[config.mk]
export PLATFORM = sky130hd
export DESIGN_NAME = ttl_counter_bank
export DESIGN_NICKNAME = d
export VERILOG_FILES = /design/src/rtl/ttl_counter_bank.sv
export SDC_FILE = /design/constraint.sdc
export NUM_CORES = 1
export LEC_CHECK = 0
export BUFFER_PORTS_ARGS = -buffer_cell sky130_fd_sc_hd__buf_2
export CAP_MARGIN = 5
export CORE_MARGIN = 3
export CORE_UTILIZATION = 45
export DETAILED_ROUTE_END_ITERATION = 12
export PLACE_DENSITY = 0.77
export SLEW_MARGIN = 20
export SYNTH_ARGS = -nofsm -noshare
export SYNTH_HDL_FRONTEND = slang
export SYNTH_SLANG_ARGS = --single-unit
[constraint.sdc]
create_clock -name CLK -period 2.3 [get_ports CLK]
set_input_delay 0.115 -clock CLK [delete_from_list [all_inputs] [get_ports CLK]]
set_output_delay 0.115 -clock CLK [all_outputs]
set_load 0.02 [all_outputs]
[src/rtl/ttl_counter_bank.sv]
// ttl_counter_bank: bank of up/down counters with per-channel clear/load, optional cascade into one wide counter, and combinational terminal count
module ttl_counter_bank #(
    parameter int CHANNELS = 2,
    parameter int WIDTH    = 4
) (
    input  logic                      CLK,
    input  logic                      R,
    input  logic [CHANNELS-1:0]       EN,
    input  logic [CHANNELS-1:0]       UP,
    input  logic [CHANNELS-1:0]       CLR,
    input  logic [CHANNELS-1:0]       LOAD,
    input  logic [CHANNELS*WIDTH-1:0] D,
    input  logic                      CASCADE,
    input  logic                      VCC,
    input  logic                      GND,
    output logic [CHANNELS*WIDTH-1:0] O,
    output logic [CHANNELS-1:0]       TC
);
    logic [CHANNELS*WIDTH-1:0] nxt;
    logic [CHANNELS-1:0]       ce;
    logic [WIDTH-1:0]          cnt;
    logic                      c;
    logic                      unused_pwr;
    assign unused_pwr = VCC ^ GND;
    always_comb begin
        nxt = '0;
        ce  = '0;
        TC  = '0;
        cnt = '0;
        c   = 1'b1;
        for (int i = 0; i < CHANNELS; i++) begin
            cnt   = O[i*WIDTH +: WIDTH];
            ce[i] = EN[i] & (c | ~CASCADE);
            TC[i] = ce[i] & (UP[i] ? &cnt : ~|cnt);
            c     = TC[i];
            nxt[i*WIDTH +: WIDTH] = CLR[i]  ? '0 :
                                    LOAD[i] ? D[i*WIDTH +: WIDTH] :
                                    ce[i]   ? (UP[i] ? cnt + 1'b1 : cnt - 1'b1) : cnt;
        end
    end
    always_ff @(posedge CLK or posedge R)
        if (R) O <= '0;
        else   O <= nxt;
endmodule
==> summary.md, run 1 <==
| Metric | Value |
|---|---|
| Result of the run | `finished clean` |
| Worst clock skew | `0.000972 ns` |
| Count of unique library cells instantiated by Yosys | `31` |
| Core Area | `0.00137 sq mm` |
| Worst setup path class | `flop to output pin` |
| H-tree Lvls | `1` |
| Final RePlAce weighted congestion | `0.756` |
| Yosys warns | `0` |
| Clock share of power | `23.0%` |
| Data arrival time of the critical path | `1.76 ns` |
| Number of gates resized after CTS | `0` |
| Slew at the pin closest to its max-slew limit | `0.344 ns` |
| Number of global-route vias before repair | `579` |
| Drt total wl | `1540 microns` |
| Number of antenna violations at the first check in global routing | `0` |
| Synthesis-stage register bit count | `8` |
| Die Area | `0.00204 sq mm` |
| Vias | `642` |
| Worst min-delay path category | `input pin to flop` |
| Total Nets Final | `133` |
| Most frequent cells in the layout | `sky130_fd_sc_hd__buf_2, sky130_fd_sc_hd__nor2_1, sky130_fd_sc_hd__dfrtp_1, sky130_fd_sc_hd__a21oi_1` |
| Clock slew seen by the registers of the worst setup and hold paths | `0.05 ns` |
| Flip-flop count of the largest register, all copies and words added | `8` |
| Synthesized area per cell | `9.09 sq um` |
| Floorplan die width | `45.2 microns` |
| Power consumption | `0.455 mW` |
| Ordered list of cells on the worst path | `or4_4 -> o221ai_2 -> and3_2 -> buf_2` |
| Most common library cell in the layout ignoring fill and taps | `sky130_fd_sc_hd__buf_2` |
| Number of CTS-inserted buffers | `3` |
| Unrepaired setup endpoints after global routing | `no` |
| Final count of pins violating max slew | `0` |
| Number of buffers between clock root and the deepest sink | `2` |
| Internal cell power | `0.293 mW` |
| Aggregate global routing overflow | `0` |
| Async set or reset register ratio after synthesis | `100%` |
| Vertical extent of the die | `45.2 microns` |
| Detail Route Antenna Nets | `0` |
| Number of antenna diodes | `0` |
| Detailed placer's ending HPWL | `1280 microns` |
| Count of input and output buffers | `28` |
| Library cell used as clock root buffer | `sky130_fd_sc_hd__clkbuf_4` |
| Via density | `5.39` |
| Power per cell area | `528 mW/mm^2` |
| Combinational fraction of design power | `37.4%` |
| Area occupied by multi-input gates | `455 sq um` |
| Wire length of the first global-routing pass | `2320 microns` |
| Seq. cell area | `200 sq um` |
| Nature of the critical path startpoint | `flop` |
| Final routed wire length divided by cell count | `12.9 microns` |
| Number of endpoints with negative hold slack in the final report | `0` |
| Static leakage power | `0.449 nW` |
| Largest register by flop count | `O` |
| Worst slack on hold paths | `0.0624 ns` |
| Sw Share | `35.7%` |
| Setup crit end kind | `output pin` |
| Initial standard-cell utilization of the core | `50.5%` |
| Iteration count of the initial detailed-routing pass | `4` |
| Min Tclk post-route | `1.88 ns` |
| Buf/Inv on CP | `1` |
| Most used flip-flop cell after synthesis | `sky130_fd_sc_hd__dfrtp_1` |
| Highest fanout seen on the critical path | `6` |
| Number of enable-type register cells in the synthesized netlist | `0` |
| Cell with the largest stage delay on the worst path | `sky130_fd_sc_hd__or4_4` |
| I/O Pins | `31` |
| Post-CTS Repair Setup Buffers | `0` |
| Worst-case vdd ir drop | `0.369 mV` |
| Synthesized Nets | `103` |
| NetSw | `0.163 mW` |
| Max-cap viol count | `0` |
| Clock latency at the later pin of the worst-skew pair | `0.25 ns` |
| Flop pwr share | `39.6%` |
| Minimum setup slack among reg-to-reg paths | `0.46 ns` |
| Cell area after synthesis | `691 sq um` |
| FMAX | `532 MHz` |
| TritonCTS clock tree | `yes` |
| CP delay by family, top | `simple AND/OR/NAND/NOR gates` |
| Count of clock tree sinks | `8` |
| Rows | `13` |
| Area overhead of the layout relative to synthesis | `24.8%` |
| Total negative slack for setup checks | `0 ns` |
| Pin count of the biggest net entering global routing | `10` |
| GRT Util Overall | `15.4%` |
| Worst stage delay on the critical path | `0.52 ns` |
| Biggest registers after layout | `O: 8 flops` |
| Required @ worst endpoint | `2.18 ns` |
| Setup-violating endpoint count in the final report | `0` |
| Normalized max-slew margin | `76.5%` |
| Layout fillers | `128` |
| Fraction of final layout cells sized beyond drive strength 1 | `33.7%` |
| DRC violation count after routing | `0` |
| Number of cells produced by synthesis | `76` |
| Number of hold-repair buffers added at the cts stage | `1` |
| Share of the cycle needed by the critical path after routing | `81.7%` |
| Sequential-to-total area share from yosys stat | `29.0%` |
| Initial DRC Count | `4` |
-- per-stage QoR --
stage	instance area (sq um)	instances	setup slack, ns	utilization (%)
after detailed placement	830	115	0.458	60.7
after CTS	862	119	0.399	63.1
final	862	119	0.421	63.1
after global placement	830	115	0.541	60.7
after global routing	862	119	0.325	63.1
after floorplan	691	76	0.550	-
-- cell usage after synthesis, types with 2 or more instances --
master                     instances  area (sq um)
sky130_fd_sc_hd__a21oi_1           7          35.0
sky130_fd_sc_hd__and3_1            2          12.5
sky130_fd_sc_hd__clkbuf_1          2          7.51
sky130_fd_sc_hd__dfrtp_1           8           200
sky130_fd_sc_hd__fa_1              2          40.0
sky130_fd_sc_hd__ha_1              4          50.1
sky130_fd_sc_hd__inv_1             4          15.0
sky130_fd_sc_hd__mux2_1            4          45.0
sky130_fd_sc_hd__mux2i_1           3          30.0
sky130_fd_sc_hd__nand3_1           4          20.0
sky130_fd_sc_hd__nand4_1           3          18.8
sky130_fd_sc_hd__nor2_1           12          45.0
sky130_fd_sc_hd__xnor2_1           3          26.3
-- cell type report --
| cell class | count | area share [%] |
|---|---|---|
| well taps | 15 | 2.18 |
| inverters | 4 | 1.74 |
| clock buffers | 3 | 2.61 |
| repair buffers | 29 | 17.4 |
| multi-input cells | 60 | 52.8 |
| flip-flops and latches | 8 | 23.2 |
-- power groups by stage --
stage               sequential [mW]  combinational (mW)  clock, mW
detailed placement            0.183               0.169          0
CTS                           0.181               0.172      0.110
finish                        0.180               0.170      0.105
floorplan                     0.199              0.0975          0
global route                  0.184               0.189      0.115
global placement              0.183               0.161          0
-- logic make-up (layout without fill, tap and decap cells) --
logic type                 count (synthesis)  count (layout)  synth area share, %
DFF                                        8               8                 29.0
xor gates and xnor gates                   4               4                 5.07
muxes                                      7               7                 10.9
and+or+nand+nor                           28              28                 21.4
adders and majority gates                  6               6                 13.0
AOI/OAI and AO/OA                         15              15                 15.6
buffers and inverters                      8              36                 5.07
-- final timing paths --
kind,start,endpoint,depth (start not counted)
worst max-delay path,O[0],TC[1],4
worst min-delay path,CLR[0],O[1],2
worst max register to register,O[2],O[3],5
worst min register to register,O[7],O[7],1
max in group asynchronous,R,O[7],3
min in group asynchronous,R,O[2],3
-- per-layer routing --
metal	wire, microns	global-route usage [%]	vias to the layer above
li1	-	-	332
met1	692	19.3	298
met2	761	24.9	12
met3	81	3.98	0
met4	0	6.43	0
met5	0	0	-
Power figures use the tool's default switching activity.
==> run 2: changes to the inputs <==
ABC_AREA = 1   (was unset)
CORE_UTILIZATION = 46   (was 45)
PLACE_DENSITY = 0.78   (was 0.77)
clock period = 1.77 ns   (was 2.3 ns; I/O delays follow)
==> summary.md, run 2 <==
| Metric | Value |
|---|---|
| Wire length of the first global-routing pass | `2570 microns` |
| Destination of the worst hold path | `O[0]` |
| Pin count of the biggest net entering global routing | `9` |
| Worst setup path class | `flop to output pin` |
| Cell taking the most area after synthesis | `sky130_fd_sc_hd__dfrtp_1` |
| Final non-filler cell total | `150` |
| Nature of the critical path startpoint | `flop` |
| Synthesis-stage register bit count | `8` |
| Die Area | `0.00206 sq mm` |
| Number of cells produced by synthesis | `104` |
| Worst-case vdd ir drop | `0.410 mV` |
| Number of cell instances on the worst register-to-register path | `9` |
| Total negative slack for setup checks | `0 ns` |
| Power consumption | `0.601 mW` |
| Reg-to-reg critical path startpoint | `O[6]` |
| Result of the run | `finished clean` |
| Slew at the pin closest to its max-slew limit | `0.396 ns` |
| Combinational fraction of design power | `38.8%` |
| Iteration count of the initial detailed-routing pass | `4` |
| Detailed placer's ending HPWL | `1380 microns` |
| Cell with the most instances after synthesis | `sky130_fd_sc_hd__nand2_1` |
| Final routed wire length divided by cell count | `10.7 microns` |
| Rows | `13` |
| Required @ worst endpoint | `1.68 ns` |
| FMAX | `628 MHz` |
| Unrepaired setup endpoints after global routing | `no` |
| I/O Pins | `31` |
| Floorplan die width | `45.4 microns` |
| Minimum setup slack among reg-to-reg paths | `0.29 ns` |
| Drt total wl | `1600 microns` |
| H-tree Lvls | `1` |
| Power per cell area | `670 mW/mm^2` |
| Synth top area cells | `sky130_fd_sc_hd__dfrtp_1, sky130_fd_sc_hd__nand2_1, sky130_fd_sc_hd__nor2_1, sky130_fd_sc_hd__inv_1, sky130_fd_sc_hd__ha_1` |
| GRT Util Overall | `17.5%` |
| Number of antenna diodes | `0` |
| Number of global-route vias before repair | `596` |
| Fraction of final layout cells sized beyond drive strength 1 | `26.7%` |
| Area overhead of the layout relative to synthesis | `25.8%` |
| Instance area at placement | `865 sq um` |
| Flip-flop count of the largest register, all copies and words added | `8` |
| Count of unique library cells instantiated by Yosys | `22` |
| Share of the core filled with cells in the final layout | `64.9%` |
| Number of endpoints with negative hold slack in the final report | `0` |
| Library cell used as clock root buffer | `sky130_fd_sc_hd__clkbuf_4` |
| Count of clock tree sinks | `8` |
| Synthesized area per cell | `6.86 sq um` |
| DRC violation count after routing | `0` |
| Hold path startpoint | `D[0]` |
| Highest fanout seen on the critical path | `7` |
| Flop pwr share | `39.0%` |
| Clock latency at the later pin of the worst-skew pair | `0.25 ns` |
| Post-CTS Repair Setup Buffers | `0` |
| Clock share of power | `22.3%` |
| Final count of pins violating max slew | `0` |
| Hold path depth | `3` |
| Most frequent cells in the layout | `sky130_fd_sc_hd__buf_2, sky130_fd_sc_hd__nand2_1, sky130_fd_sc_hd__nor2_1, sky130_fd_sc_hd__inv_1, sky130_fd_sc_hd__nand3_1` |
| Sequential-to-total area share from yosys stat | `28.1%` |
| Setup crit end kind | `output pin` |
| Final RePlAce weighted congestion | `0.745` |
| Max-cap viol count | `0` |
| Number of enable-type register cells in the synthesized netlist | `0` |
| Min Tclk post-route | `1.59 ns` |
| Number of gates resized after CTS | `0` |
| Vertical extent of the die | `45.4 microns` |
| Worst clock skew | `0.00289 ns` |
| Number of buffers between clock root and the deepest sink | `2` |
| Core Area | `0.00138 sq mm` |
| Yosys warns | `0` |
| Normalized max-slew margin | `73.5%` |
| Area of all placed cells without fillers | `897 sq um` |
| Async set or reset register ratio after synthesis | `100%` |
| Cell area after synthesis | `713 sq um` |
| Largest register by flop count | `O` |
| Synthesized Nets | `131` |
| Cell count after placement | `146` |
| Detail Route Antenna Nets | `0` |
| Internal cell power | `0.375 mW` |
| Number of CTS-inserted buffers | `3` |
| Number of antenna violations at the first check in global routing | `0` |
| Via density | `4.93` |
| NetSw | `0.226 mW` |
| Most used flip-flop cell after synthesis | `sky130_fd_sc_hd__dfrtp_1` |
| Total Nets Final | `164` |
| Initial standard-cell utilization of the core | `51.6%` |
| Most common library cell in the layout ignoring fill and taps | `sky130_fd_sc_hd__buf_2` |
| Static leakage power | `0.548 nW` |
| TritonCTS clock tree | `yes` |
| Sw Share | `37.6%` |
| Count of input and output buffers | `28` |
| Destination of the worst register-to-register timing path | `O[7]` |
| Setup-violating endpoint count in the final report | `0` |
| Biggest registers after layout | `O: 8 flops` |
| Initial DRC Count | `15` |
| Vias | `739` |
| Area fraction of the dominant cell type after synthesis | `28.1%` |
| Share of the cycle needed by the critical path after routing | `90.0%` |
| Data arrival time of the critical path | `1.50 ns` |
| Clock slew seen by the registers of the worst setup and hold paths | `0.05 ns` |
| Aggregate global routing overflow | `0` |
| Worst min-delay path category | `input pin to flop` |
| List of most frequent post-synthesis cells | `sky130_fd_sc_hd__nand2_1, sky130_fd_sc_hd__nor2_1, sky130_fd_sc_hd__inv_1` |
[run 2: cell count changes in the layout (fill, tap and decap cells not counted), sizes merged, moves of 2 or more]
cell	delta
or4	-2
nand3	+6
mux2	-4
o21ai	+4
inv	+13
xnor2	-2
and3	-3
nor2	+5
nand2	+24
mux2i	-3
a21oi	-2
[run 2: repair_timing]
action	4_1_cts	5_1_grt
setup endpoints to repair	0	0
hold buffers	1	0
hold endpoints to repair	8	0
[run 2: worst max-delay path, cell delays in order (launching register included)]
cell and delay [ns]:
sky130_fd_sc_hd__dfrtp_1 0.47, sky130_fd_sc_hd__nand2_1 0.08, sky130_fd_sc_hd__nor2_1 0.09, sky130_fd_sc_hd__nand2_1 0.05, sky130_fd_sc_hd__nand2_1 0.08, sky130_fd_sc_hd__nand2_2 0.06, sky130_fd_sc_hd__nand2_2 0.07, sky130_fd_sc_hd__nand2_4 0.07
sky130_fd_sc_hd__a21oi_1 0.11, sky130_fd_sc_hd__buf_2 0.17
[run 2: cell families after synthesis]
group,Yosys count,share of synthesized area [%]
fa+ha+maj,6,12.6
buf+inv,18,10.0
compound gates,14,11.2
flops,8,28.1
simple gates,55,34.4
xor+xnor,3,3.68
[run 2: worst max path at each step]
stage / cells after the start / start / to / slack (ns)
floorplan: 6 / O[4] / O[6] / 0.27
global placement: 6 / O[4] / O[6] / 0.30
detailed placement: 6 / O[4] / O[6] / 0.28
CTS: 9 / O[0] / TC[1] / 0.16
global route: 9 / O[0] / TC[1] / 0.05
finish: 9 / O[0] / TC[1] / 0.18
[run 2: layer usage]
metal,GRT usage (%),part of all wire [%],up-vias
li1,-,-,395
met4,3.51,0.19,0
met5,0,0,-
met1,24.9,46,320
met2,25.7,47,22
met3,6.32,7.1,2
[run 2: cell type report]
class | instances | area [sq um]
Sequential cell | 8 | 200
Inverter | 17 | 63.8
Fill cell | 132 | 485
Multi-Input combinational cell | 78 | 442
Clock buffer | 3 | 22.5
Timing Repair Buffer | 29 | 150
Tap cell | 15 | 18.8
[run 2: metrics by stage]
step	hold WS, ns	setup WS [ns]
final	0.137	0.177
after CTS	0.131	0.159
after global placement	0.0304	0.301
after floorplan	-0.0958	0.274
after global routing	0.144	0.0531
after detailed placement	0.0354	0.280
[run 2: power groups by stage]
stage / Combinational (mW) / Clock, mW / Sequential, mW
floorplan: 0.133 / 0 / 0.258
global placement: 0.223 / 0 / 0.237
finish: 0.233 / 0.134 / 0.234
CTS: 0.236 / 0.143 / 0.235
detailed placement: 0.233 / 0 / 0.238
global route: 0.267 / 0.149 / 0.239
